==> src/rtl/count_display_driver_pkg.sv <==
// Shared constants for the count display path: segment patterns, FSM encodings
// and the binary-to-BCD digit-count helper.
package count_display_driver_pkg;

    // Active-low segment patterns, bit order {g,f,e,d,c,b,a}
    localparam logic [6:0] SEG_0     = 7'b1000000;
    localparam logic [6:0] SEG_1     = 7'b1111001;
    localparam logic [6:0] SEG_2     = 7'b0100100;
    localparam logic [6:0] SEG_3     = 7'b0110000;
    localparam logic [6:0] SEG_4     = 7'b0011001;
    localparam logic [6:0] SEG_5     = 7'b0010010;
    localparam logic [6:0] SEG_6     = 7'b0000010;
    localparam logic [6:0] SEG_7     = 7'b1111000;
    localparam logic [6:0] SEG_8     = 7'b0000000;
    localparam logic [6:0] SEG_9     = 7'b0010000;
    localparam logic [6:0] SEG_BLANK = 7'b1111111;

    localparam logic [1:0] ST_IDLE   = 2'd0;
    localparam logic [1:0] ST_SHIFT  = 2'd1;
    localparam logic [1:0] ST_UPDATE = 2'd2;

    // ceil(width * log10(2)) in integer arithmetic (log10(2) ~= 0.30103)
    function automatic int bcd_digits(input int width);
        return (width * 30103 + 99999) / 100000;
    endfunction

endpackage

==> src/rtl/seg7_decoder.sv <==
// Combinational BCD digit to active-low 7-segment pattern; non-decimal codes go dark.
module seg7_decoder
    import count_display_driver_pkg::*;
(
    input  logic [3:0] bcd,
    output logic [6:0] seg
);

    // NOTE: the default arm assigns seg on every path, so no latch is inferred.
    always_comb begin
        case (bcd)
            4'd0:    seg = SEG_0;
            4'd1:    seg = SEG_1;
            4'd2:    seg = SEG_2;
            4'd3:    seg = SEG_3;
            4'd4:    seg = SEG_4;
            4'd5:    seg = SEG_5;
            4'd6:    seg = SEG_6;
            4'd7:    seg = SEG_7;
            4'd8:    seg = SEG_8;
            4'd9:    seg = SEG_9;
            default: seg = SEG_BLANK;
        endcase
    end

endmodule

==> src/rtl/count_display_driver.sv <==
// Sequential double-dabble binary->BCD converter driving one 7-seg bus per digit.
// Optional LEADING_ZERO_BLANK_EN: blank digits above the most significant nonzero one.
module count_display_driver
    import count_display_driver_pkg::*;
#(
    parameter int WIDTH      = 23,
    parameter int NUM_DIGITS = 6
)
(
    input  logic                    clk,
    input  logic                    rst,
    input  logic [WIDTH-1:0]        bin_in,
    output logic [4*NUM_DIGITS-1:0] bcd_out,
    output logic [7*NUM_DIGITS-1:0] hex_out,
    output logic                    overflow,
    output logic                    done
);

    localparam int BCD_DIGITS = bcd_digits(WIDTH);
    // Accumulator never narrower than the display so the digit slice always exists
    localparam int ACC_DIGITS = (BCD_DIGITS > NUM_DIGITS) ? BCD_DIGITS : NUM_DIGITS;
    localparam int CNT_W      = $clog2(WIDTH + 1);

`ifdef LEADING_ZERO_BLANK_EN
    localparam logic [7*NUM_DIGITS-1:0] HEX_RESET = {{(NUM_DIGITS-1){SEG_BLANK}}, SEG_0};
`else
    localparam logic [7*NUM_DIGITS-1:0] HEX_RESET = {NUM_DIGITS{SEG_0}};
`endif

    logic [1:0]              state;
    logic [WIDTH-1:0]        shift_reg;
    logic [WIDTH-1:0]        last_val;
    logic [4*ACC_DIGITS-1:0] bcd_acc;
    logic [4*ACC_DIGITS-1:0] bcd_adj;
    logic [CNT_W-1:0]        bit_cnt;
    logic                    force_flag;

    logic                    acc_ovf;
    logic [4*NUM_DIGITS-1:0] disp_bcd;
    logic [7*NUM_DIGITS-1:0] dec_seg;
    logic [7*NUM_DIGITS-1:0] hex_next;

    always_comb begin
        bcd_adj = bcd_acc;
        for (int i = 0; i < ACC_DIGITS; i++) begin
            if (bcd_acc[4*i +: 4] >= 4'd5)
                bcd_adj[4*i +: 4] = bcd_acc[4*i +: 4] + 4'd3;
        end
    end

    // Any nonzero digit beyond the display saturates the readout to all nines
    always_comb begin
        acc_ovf = 1'b0;
        for (int i = NUM_DIGITS; i < ACC_DIGITS; i++)
            acc_ovf = acc_ovf | (bcd_acc[4*i +: 4] != 4'd0);
        disp_bcd = acc_ovf ? {NUM_DIGITS{4'd9}} : bcd_acc[4*NUM_DIGITS-1:0];
    end

    for (genvar d = 0; d < NUM_DIGITS; d++) begin : g_dec
        seg7_decoder u_dec (
            .bcd (disp_bcd[4*d +: 4]),
            .seg (dec_seg[7*d +: 7])
        );
    end

`ifdef LEADING_ZERO_BLANK_EN
    logic seen_nonzero;

    always_comb begin
        hex_next     = dec_seg;
        seen_nonzero = 1'b0;
        for (int i = NUM_DIGITS - 1; i > 0; i--) begin
            seen_nonzero = seen_nonzero | (disp_bcd[4*i +: 4] != 4'd0);
            if (!seen_nonzero)
                hex_next[7*i +: 7] = SEG_BLANK;
        end
    end
`else
    always_comb begin
        hex_next = dec_seg;
    end
`endif

    // NOTE: all state here is updated with non-blocking assignments so every
    // register samples pre-edge values, independent of statement order.
    always_ff @(posedge clk or posedge rst) begin
        if (rst) begin
            state      <= ST_IDLE;
            shift_reg  <= '0;
            last_val   <= '0;
            bcd_acc    <= '0;
            bit_cnt    <= '0;
            force_flag <= 1'b1;
            bcd_out    <= '0;
            hex_out    <= HEX_RESET;
            overflow   <= 1'b0;
            done       <= 1'b0;
        end else begin
            done <= 1'b0;
            case (state)
                ST_IDLE: begin
                    if (force_flag || (bin_in != last_val)) begin
                        shift_reg  <= bin_in;
                        last_val   <= bin_in;
                        bcd_acc    <= '0;
                        bit_cnt    <= '0;
                        force_flag <= 1'b0;
                        state      <= ST_SHIFT;
                    end
                end
                ST_SHIFT: begin
                    {bcd_acc, shift_reg} <= {bcd_adj, shift_reg} << 1;
                    bit_cnt              <= bit_cnt + CNT_W'(1);
                    if (bit_cnt == CNT_W'(WIDTH - 1))
                        state <= ST_UPDATE;
                end
                ST_UPDATE: begin
                    bcd_out  <= disp_bcd;
                    hex_out  <= hex_next;
                    overflow <= acc_ovf;
                    done     <= 1'b1;
                    state    <= ST_IDLE;
                end
                default: state <= ST_IDLE;
            endcase
        end
    end

endmodule

==> config.mk <==
export PLATFORM = sky130hd
export DESIGN_NAME = count_display_driver
export DESIGN_NICKNAME = d
export VERILOG_FILES = /design/src/rtl/count_display_driver_pkg.sv /design/src/rtl/seg7_decoder.sv /design/src/rtl/count_display_driver.sv
export SDC_FILE = /design/constraint.sdc
export NUM_CORES = 1
export LEC_CHECK = 0
export ABC_AREA = 1
export CORE_MARGIN = 3
export CORE_UTILIZATION = 50
export CTS_CLUSTER_DIAMETER = 30
export DETAILED_ROUTE_END_ITERATION = 16
export PLACE_DENSITY_LB_ADDON = 0.1
export SLEW_MARGIN = 5
export SYNTH_ARGS = -nofsm -noshare
export SYNTH_HDL_FRONTEND = slang
export SYNTH_SLANG_ARGS = --single-unit
==> constraint.sdc <==
create_clock -name clk -period 9.18 [get_ports clk]
set_input_delay 2.295 -clock clk [delete_from_list [all_inputs] [get_ports clk]]
set_output_delay 2.295 -clock clk [all_outputs]
set_load 0.02 [all_outputs]
==> impl_metrics.py <==
metrics = {
    "run_status": {
        "status": "finished clean",
    },
    "floorplanning": {
        "dieArea_mm2": 0.0176,
        "die_w_um": 133,
        "rows": 45,
        "core_mm2": 0.0155,
        "initial_utilization_pct": 51.9,
        "ios": 93,
        "die_height_um": 133,
    },
    "synthesis": {
        "yosys.area.top_type": "dfrtp_1",
        "synth_area_mm2": 0.00804,
        "ys_ff_latch": 150,
        "yosysWarnings": 0,
        "synth.top_cell.area_share_pct": 44.5,
        "avgSynthCellArea_um2": 7.84,
        "synth_nets": 1097,
        "synth_cells": 1025,
        "ys_types": 31,
        "synth_area_leaders": "dfrtp_1, nand2_1, ha_1",
        "ys_seq_area_share_pct": 46.8,
    },
    "power_and_ir_drop": {
        "clockPowerShare_pct": 27.6,
        "cellPowerDensity_mw_per_mm2": 268,
        "p_int_mw": 1.58,
        "power.total_mw": 2.59,
        "switching_share_pct": 39.1,
        "pwr-share-comb_pct": 39.4,
        "ir_drop_uv": 134,
        "seqPwrFrac_pct": 32.9,
        "power.leakage_nw": 5.01,
        "p_sw_mw": 1.01,
    },
    "hold_path": {
        "hold_path.class": "reg -> reg",
        "whs_path_depth": 2,
    },
    "finish": {
        "area_delta_synth_final_pct": 20.0,
        "largest_register": "hex_out",
        "top_regs": "hex_out (42), bcd_acc (28), bcd_out (24)",
        "n_fill_cell": 1421,
        "final_nets": 1171,
        "drive_above_1_share_pct": 5.67,
        "fin_area_mm2": 0.00965,
        "diodes": 0,
        "largest_reg_flops": 42,
    },
    "critical_path": {
        "path_class": "in -> reg",
        "worstPathArrival_ns": 4.64,
        "start_kind": "primary input",
        "reg2reg_depth": 11,
        "cp_max_fo": 102,
        "worstSetupEndpointType": "register",
        "required_ns": 9.49,
    },
    "grt": {
        "grt_pass1_vias": 6206,
        "grt_max_degree": 103,
        "grt_pass1_wl_mm": 29.2,
        "grt_use_total_pct": 20.0,
        "grt_overflow": 0,
        "antenna_found_initial": 0,
    },
    "flow_run": {
        "maxCapViolations": 0,
    },
    "timing": {
        "worst_slew_pin_slew_ns": 0.994,
        "post-route-worst-setup-slack_ns": 4.85,
        "fmax_mhz": 231,
        "hold_viol": 0,
        "period_share_pct": 47.1,
        "final.setup.tns_ns": 0,
        "grt_setup_unrepaired": "false",
        "relSlewSlack_pct": 33.7,
        "setup_violations": 0,
        "fin_crit_ns": 4.33,
        "drv_slew": 0,
        "skew_ns": 0.00589,
    },
    "routing": {
        "wl_mm": 16.8,
        "viasPerCell": 5.00,
        "vias": 6617,
        "drt_iter0_drc": 436,
        "ant_nets": 0,
        "dr.pass1.iters": 5,
        "drc": 0,
        "wl_per_cell_um": 12.7,
    },
    "clock_tree": {
        "cts_tree": "done",
        "ctsHoldBuffers": 0,
        "root_buffer": "clkbuf_16",
        "cts.clk_slew.worst_paths_ns": 0.06,
        "clock_latency_ns": 0.43,
        "cts_setup_buffers": 0,
        "cts_max_path_buffers": 2,
        "cts_buffers": 17,
        "htree_num_levels": 4,
        "cts_sinks": 150,
        "cts_resized": 0,
    },
    "placed_design": {
        "place_ws_ns": 4.37,
        "place_area_mm2": 0.00904,
        "io_buffers": 92,
        "gp_congestion": 0.789,
        "dp.final_hpwl_mm": 11.1,
    },
}
## final cells by class
class	instances	area, µm²	area share [%]
Timing Repair Buffer	98	966	10.0
Clock buffer	22	484	5.02
Clock inverter	10	125	1.30
Inverter	107	407	4.21
Tap cell	211	264	2.74
Sequential cell	150	3760	39.0
Multi-Input combinational cell	725	3640	37.7
## power groups by stage
stage | Combinational, mW | Clock, mW | Sequential, mW
6_report | 1.02 | 0.715 | 0.852
5_1_grt | 1.21 | 0.752 | 0.867
4_1_cts | 1.03 | 0.726 | 0.851
3_3_place_gp | 1.00 | 0 | 0.862
3_5_place_dp | 1.02 | 0 | 0.863
2_1_floorplan | 0.833 | 0 | 0.828
## cells in the mapped netlist
| library cell | n |
|---|---|
| nand2_1 | 284 |
| dfrtp_1 | 143 |
| inv_1 | 106 |
| nor2_1 | 104 |
| o21ai_0 | 100 |
| nand3_1 | 81 |
| a21oi_1 | 58 |
| ha_1 | 47 |
| clkbuf_1 | 16 |
| buf_2 | 10 |
| buf_6 | 9 |
| o21ai_1 | 8 |
| dfstp_2 | 7 |
| buf_1 | 6 |
| nand4_1 | 6 |
| o21a_1 | 6 |
| o22ai_2 | 6 |
| xor2_1 | 6 |
| nor2_2 | 4 |
| o211ai_1 | 4 |
| a31oi_1 | 2 |
| nor2_4 | 2 |
| or2_2 | 2 |
| a211oi_1 | 1 |
| buf_4 | 1 |
| clkbuf_2 | 1 |
| inv_2 | 1 |
| nand2_2 | 1 |
| nor3_1 | 1 |
| o2111ai_1 | 1 |
| o221ai_1 | 1 |
## routing by layer
layer | up-vias | track usage [%] | share of wire, %
li1 | 3441 | - | -
met1 | 3038 | 27.3 | 47
met2 | 119 | 32.3 | 47
met3 | 19 | 4.03 | 3.8
met4 | 0 | 6.35 | 1.3
met5 | - | 0 | 0
## path summary, 6_finish.rpt
check                                 start            to  slack, ns
worst max register to register  bcd_acc[24]    hex_out[6]       5.79
worst max-delay path             bin_in[18]  shift_reg[0]       4.85
max in group asynchronous               rst   bcd_acc[23]       5.41
min in group asynchronous               rst   hex_out[28]       2.34
worst min register to register  bcd_out[19]   bcd_out[19]       0.49
worst min-delay path            bcd_out[19]   bcd_out[19]       0.49
## worst max-delay path, cell delays in order
cell and delay [ns]:
clkdlybuf4s50_1 0.48, inv_1 0.06, nand2_1 0.05, nand2_1 0.04
nor2_1 0.21, nand2_1 0.08, nor2_1 0.11, nand3_1 0.10
nand2_2 0.08, buf_4 0.75, inv_1 0.19, nand2_1 0.13
nand2_1 0.06
## per-stage QoR
step | util [%] | hold WS (ns) | std cells
finish | 62.3 | 0.485 | 1323
detailed placement | 58.4 | 0.472 | 1291
global route | 62.3 | 0.495 | 1323
floorplan | - | 0.437 | 1025
CTS | 62.3 | 0.487 | 1323
global placement | 58.4 | 0.465 | 1291
## cells in the final DEF, fill, tap and decap left out, types with 6 or more instances in the layout
master	synthesis	layout
nand2_1	284	283
a21oi_1	58	58
ha_1	47	47
dfstp_2	7	7
buf_4	1	6
inv_1	106	105
clkdlybuf4s50_1	0	92
o22ai_2	6	6
o21ai_1	8	8
clkinv_2	0	7
nor2_1	104	103
dfrtp_1	143	143
nand4_1	6	6
clkbuf_16	0	17
xor2_1	6	6
nand3_1	81	81
o21a_1	6	6
o21ai_0	100	100
## cells by family (layout without fill, tap and decap cells)
logic type	count (synthesis)	in the layout	synth area share, %
flops	150	150	46.8
simple gates	485	485	24.5
compound gates	187	187	12.7
buf+inv	150	237	8.06
xor+xnor	6	6	0.654
fa+ha+maj	47	47	7.31
Note: power is estimated with default switching activity, not from simulation.
